==> config.mk <==
export PLATFORM = sky130hd
export DESIGN_NAME = flu_issue_scheduler
export DESIGN_NICKNAME = d
export VERILOG_FILES = /design/src/rtl/flu_issue_scheduler.sv
export SDC_FILE = /design/constraint.sdc
export NUM_CORES = 1
export LEC_CHECK = 0
export CORE_MARGIN = 5
export CORE_UTILIZATION = 42
export DETAILED_ROUTE_END_ITERATION = 8
export MAX_ROUTING_LAYER = met4
export PLACE_DENSITY = 0.74
export SYNTH_ARGS = -nofsm -noshare
export SYNTH_HDL_FRONTEND = slang
export SYNTH_SLANG_ARGS = --single-unit
==> constraint.sdc <==
create_clock -name clk_i -period 1.8 [get_ports clk_i]
set_input_delay 0.18 -clock clk_i [delete_from_list [all_inputs] [get_ports clk_i]]
set_output_delay 0.18 -clock clk_i [all_outputs]
set_load 0.01 [all_outputs]
==> src/rtl/flu_issue_scheduler.sv <==
// Issue-side scheduler for the fixed-latency unit cluster (ALU/branch, CSR,
// pipelined multiplier, iterative divider). Dispatches one instruction per
// cycle and arbitrates the shared scoreboard writeback port with a reservation
// shift register so that no two results collide.
module flu_issue_scheduler #(
    parameter int unsigned TRANS_ID_BITS = 3,
    parameter int unsigned MULT_LAT      = 2,
    parameter int unsigned PERF_W        = 16
) (
    input  logic                     clk_i,
    input  logic                     rst_i,
    input  logic                     flush_i,
    input  logic                     issue_valid_i,
    input  logic [1:0]               issue_fu_i,
    input  logic [TRANS_ID_BITS-1:0] issue_trans_id_i,
    output logic                     issue_ready_o,
    output logic                     alu_valid_o,
    output logic                     csr_valid_o,
    output logic                     mult_valid_o,
    output logic                     div_valid_o,
    input  logic                     csr_ready_i,
    input  logic                     div_done_i,
    output logic [1:0]               wb_sel_o,
    output logic [TRANS_ID_BITS-1:0] wb_trans_id_o,
    output logic                     div_busy_o,
    output logic [PERF_W-1:0]        div_stall_cnt_o
);

    localparam logic [1:0] FuAlu = 2'd0;
    localparam logic [1:0] FuCsr = 2'd1;
    localparam logic [1:0] FuMul = 2'd2;
    localparam logic [1:0] FuDiv = 2'd3;

    localparam logic [1:0] WbNone  = 2'd0;
    localparam logic [1:0] WbIssue = 2'd1;
    localparam logic [1:0] WbMul   = 2'd2;
    localparam logic [1:0] WbDiv   = 2'd3;

    localparam logic [PERF_W-1:0] CntOne = {{(PERF_W-1){1'b0}}, 1'b1};

    typedef enum logic {StIdle, StBusy} div_state_e;

    // r_q[0] set: a multiplier result owns the writeback port this cycle.
    logic [MULT_LAT-1:0]                     r_q, r_d;
    logic [MULT_LAT-1:0][TRANS_ID_BITS-1:0]  tid_q, tid_d;
    logic [TRANS_ID_BITS-1:0]                div_tid_q, div_tid_d;
    div_state_e                              state_q, state_d;
    logic [PERF_W-1:0]                       stall_cnt_q, stall_cnt_d;

    logic accept;
    logic div_wb;
    logic mul_wb;
    logic iss_wb;

    // Readiness for the offered unit; never looks at issue_valid_i.
    always_comb begin
        issue_ready_o = 1'b0;
        if (!rst_i && !flush_i && (state_q == StIdle)) begin
            unique case (issue_fu_i)
                FuAlu:   issue_ready_o = !r_q[0];
                FuCsr:   issue_ready_o = !r_q[0] && csr_ready_i;
                FuMul:   issue_ready_o = 1'b1;
                FuDiv:   issue_ready_o = (r_q == '0);
                default: issue_ready_o = 1'b0;
            endcase
        end
    end

    assign accept       = issue_valid_i && issue_ready_o;
    assign alu_valid_o  = accept && (issue_fu_i == FuAlu);
    assign csr_valid_o  = accept && (issue_fu_i == FuCsr);
    assign mult_valid_o = accept && (issue_fu_i == FuMul);
    assign div_valid_o  = accept && (issue_fu_i == FuDiv);

    assign div_busy_o      = (state_q == StBusy);
    assign div_stall_cnt_o = stall_cnt_q;

    // Reservation shift register and its parallel trans-id pipe.
    always_comb begin
        r_d   = r_q >> 1;
        tid_d = tid_q >> TRANS_ID_BITS;
        if (mult_valid_o) begin
            r_d[MULT_LAT-1]   = 1'b1;
            tid_d[MULT_LAT-1] = issue_trans_id_i;
        end
        if (flush_i) begin
            r_d   = '0;
            tid_d = '0;
        end
    end

    // Divider FSM next state; done while idle is ignored.
    always_comb begin
        state_d   = state_q;
        div_tid_d = div_tid_q;
        unique case (state_q)
            StIdle: begin
                if (div_valid_o) begin
                    state_d   = StBusy;
                    div_tid_d = issue_trans_id_i;
                end
            end
            StBusy: begin
                if (div_done_i) begin
                    state_d = StIdle;
                end
            end
            default: state_d = StIdle;
        endcase
        if (flush_i) begin
            state_d   = StIdle;
            div_tid_d = '0;
        end
    end

    // Saturating count of cycles where issue is held off by the divider; survives flush.
    always_comb begin
        stall_cnt_d = stall_cnt_q;
        if ((state_q == StBusy) && issue_valid_i && !(&stall_cnt_q)) begin
            stall_cnt_d = stall_cnt_q + CntOne;
        end
    end

    // Writeback owner select; divider outranks multiplier outranks issue.
    always_comb begin
        wb_sel_o      = WbNone;
        wb_trans_id_o = '0;
        if (div_wb) begin
            wb_sel_o      = WbDiv;
            wb_trans_id_o = div_tid_q;
        end else if (mul_wb) begin
            wb_sel_o      = WbMul;
            wb_trans_id_o = tid_q[0];
        end else if (iss_wb) begin
            wb_sel_o      = WbIssue;
            wb_trans_id_o = issue_trans_id_i;
        end
    end

    assign div_wb = (state_q == StBusy) && div_done_i;
    assign mul_wb = r_q[0];
    assign iss_wb = alu_valid_o || csr_valid_o;

    // State registers; reset abandons any divide in flight.
    always_ff @(posedge clk_i or posedge rst_i) begin
        if (rst_i) begin
            r_q         <= '0;
            tid_q       <= '0;
            div_tid_q   <= '0;
            state_q     <= StIdle;
            stall_cnt_q <= '0;
        end else begin
            r_q         <= r_d;
            tid_q       <= tid_d;
            div_tid_q   <= div_tid_d;
            state_q     <= state_d;
            stall_cnt_q <= stall_cnt_d;
        end
    end

`ifndef SYNTHESIS
    wb_single_owner: assert property (@(posedge clk_i) disable iff (rst_i)
        $onehot0({div_wb, mul_wb, iss_wb}));
`endif

endmodule

==> flow_metrics.env <==
export IMPL_outcome="finished with violations"
export IMPL_failed_checks="setup timing"
export IMPL_route_vias_total=1165
export IMPL_die_h_um=66.8
export IMPL_cts_tree="built"
export IMPL_endpoint_kind="output pin"
export IMPL_htree_levels=1
export IMPL_startpoint_type="flip-flop"
export IMPL_fmax_mhz=477
export IMPL_hold_viol=0
export IMPL_timing_hold_ws_ns=0.254
export IMPL_cts_buffer_depth=2
export IMPL_crit_type="reg -> out"
export IMPL_first_iter_violations=41
export IMPL_seqCellArea_sq_um=702
export IMPL_drtPass1Iterations=4
export IMPL_start_util_pct=43.9
export IMPL_grt_max_degree=29
export IMPL_period_minus_slack_ns=2.09
export IMPL_yosys_warnings=0
export IMPL_wl_um=3430
export IMPL_cts_hold_buf=0
export IMPL_cts_buffers=3
export IMPL_die_area_sq_um=4460
export IMPL_cp_max_fo=4
export IMPL_routabilityCongestion=0.778
export IMPL_clockRootBuffer="clkbuf_4"
export IMPL_path_clk_slew_ns=0.14
export IMPL_r2r_start="div_busy_o"
export IMPL_die_w_um=66.8
export IMPL_clkSinkCount=28
export IMPL_slew_violations=0
export IMPL_finalCritPeriodShare_pct=116
export IMPL_r2r_end="div_tid_q[0]"
export IMPL_cp_data_arrival_time_ns=1.91
export IMPL_multiInputGateArea_sq_um=702
export IMPL_grt_pass1_wl_um=5510
export IMPL_r2r_setup_slack_ns=0.07
export IMPL_track_usage_pct=16.6
export IMPL_rr_worst_depth=7
export IMPL_ys_types=34
export IMPL_routedWlPerCell_um=14.8
export IMPL_seq_area_frac_synth_pct=51.8
export IMPL_dp_cells=223
export IMPL_syn_cell_area_sq_um=1350
export IMPL_synthesis_nets=136
export IMPL_fillCellCount=246
export IMPL_slew_headroom_pct=75.6
export IMPL_rsz0062_at_grt="true"
export IMPL_setup_viol=7
export IMPL_synth_area_per_cell_sq_um=10.9
export IMPL_diodes=0
export IMPL_drc=0
export IMPL_first_global_vias=1202
export IMPL_worst_pin_slew_ns=0.366
export IMPL_required_ns=1.62
export IMPL_vdd_ir_drop_max_mv=0.444
export IMPL_maxCapViolations=0
export IMPL_place_hpwl_um=2520
export IMPL_rows=20
export IMPL_ys_seq_elements=28
export IMPL_syn_inst=124
export IMPL_drive_above_1_share_pct=34.2
export IMPL_p_leak_nw=0.952
export IMPL_gr_total_overflow=0
export IMPL_area_growth_pct=50.3
export IMPL_skew_ns=0.0108
export IMPL_antenna_found_initial=0
export IMPL_power_mw=1.08
export IMPL_portBuffers=37
export IMPL_antenna_left=0
export IMPL_via_per_inst=5.04
export IMPL_insertion_delay_ns=0.32
export IMPL_pwr_density_cell_nw_per_um2=533
export IMPL_place_ws_ns=-0.699
export IMPL_core_area_sq_um=3080
export IMPL_final_net_count=201
export IMPL_ios=38
export IMPL_worst_slack_ns=-0.295
export IMPL_hp_class="in -> async"
export IMPL_layout_cells_non_filler=231
-- state kept, by name, indices dropped and copies added, names as in the netlist --
| name | cells |
|---|---|
| div_stall_cnt_o | 16 |
| div_busy_o | 1 |
| tid_q | 6 |
| r_q | 2 |
| div_tid_q | 3 |
-- layout by cell type, fill, tap and decap left out, types with 3 or more instances in the layout --
cell / n
xor2_1: 3
and2b_2: 4
nand4_1: 4
nand3_1: 7
nand2_1: 8
buf_4: 22
nand3b_1: 3
dfrtp_1: 27
inv_1: 5
clkbuf_4: 3
buf_6: 5
a21oi_2: 3
and3_1: 3
xnor2_1: 11
a22oi_2: 3
nor2_1: 5
nand2b_1: 3
buf_2: 5
clkdlybuf4s50_1: 26
and2_1: 3
-- timing repair --
action / in CTS / in global routing
buffers inserted: 3 / 3
gates resized for setup: 45 / 16
pin swaps: 8 / 5
setup endpoints to repair: 10 / 24
-- report_power, final --
part | total (mW) | internal [mW] | switching [mW]
combinational | 0.176 | 0.0948 | 0.0810
clock | 0.251 | 0.0785 | 0.172
sequential | 0.656 | 0.645 | 0.0110
total | 1.08 | 0.819 | 0.264
-- metal layers --
metal  share of wire, %  GRT usage [%]  wire (um)  up-vias
li1                   -              -          -      558
met1                 41           19.1       1420      574
met2                 54           28.8       1840       27
met3                4.0           3.88        136        6
met4               0.96           4.57         33        0
met5                  0              -          0        -
-- synthesized netlist by cell type, drive strengths merged --
| master | number | area share (%) |
|---|---|---|
| nand2 | 9 | 2.5 |
| nand3 | 10 | 4.1 |
| nand2b | 3 | 1.4 |
| nor2 | 6 | 1.7 |
| and3 | 3 | 1.4 |
| xor2 | 3 | 1.9 |
| o21ai | 3 | 1.7 |
| nor3 | 3 | 1.5 |
| nand3b | 3 | 1.7 |
| nand4 | 4 | 1.8 |
| a21oi | 5 | 1.8 |
| and2 | 4 | 1.9 |
| a2111oi | 1 | 2.0 |
| dfrtp | 28 | 52 |
| or2b | 1 | 0.56 |
| mux2 | 2 | 1.7 |
| nor2b | 3 | 1.4 |
| buf | 1 | 0.83 |
| a211oi | 1 | 0.56 |
| o21a | 1 | 0.56 |
| inv | 6 | 1.7 |
| a22oi | 3 | 1.7 |
| and4 | 1 | 0.65 |
| and2b | 4 | 2.6 |
| o22ai | 1 | 0.46 |
| nor4 | 2 | 1.4 |
| xnor2 | 11 | 7.1 |
| ha | 1 | 0.92 |
| or4b | 1 | 0.74 |
-- area by class of cell --
class / count / share of cell area, %
Sequential cell: 28 / 34.5
Multi-Input combinational cell: 89 / 34.5
Timing Repair Buffer: 61 / 26.0
Tap cell: 44 / 2.71
Clock buffer: 3 / 1.11
Inverter: 6 / 1.11
-- worst max path at each step --
stage | start | end | slack [ns] | cells after the start
finish | div_busy_o | wb_trans_id_o[2] | -0.29 | 7
global route | div_busy_o | wb_trans_id_o[0] | -0.44 | 7
CTS | div_busy_o | div_valid_o | -0.32 | 6
detailed placement | flush_i | wb_trans_id_o[1] | -0.70 | 7
global placement | flush_i | div_valid_o | -0.55 | 7
floorplan | div_stall_cnt_o[0] | div_stall_cnt_o[15] | 0.11 | 6
-- per-stage QoR --
stage | area (sq um) | utilization [%] | TNS (ns)
after floorplan | 1350 | - | 0
after global placement | 1910 | 62.0 | -4.85
after detailed placement | 1910 | 62.0 | -5.89
after CTS | 1950 | 63.4 | -1.56
after global routing | 2030 | 66.1 | -2.36
final | 2030 | 66.1 | -1.51
-- worst max-delay path, cell delays in order (launching register included) --
cell       delay, ns
dfrtp_1         0.43
nor3_2          0.15
nand2_1         0.11
a2111oi_4       0.38
buf_4           0.18
a22oi_2         0.04
a21oi_1         0.14
buf_2           0.15
-- cells by family after synthesis --
| family | synth area share, % |
|---|---|
| simple gates | 25.3 |
| mux | 1.67 |
| xor+xnor | 9.07 |
| fa+ha+maj | 0.925 |
| buf+inv | 2.50 |
| flops | 51.8 |
| compound gates | 8.79 |
(Power assumes the default switching activity.)
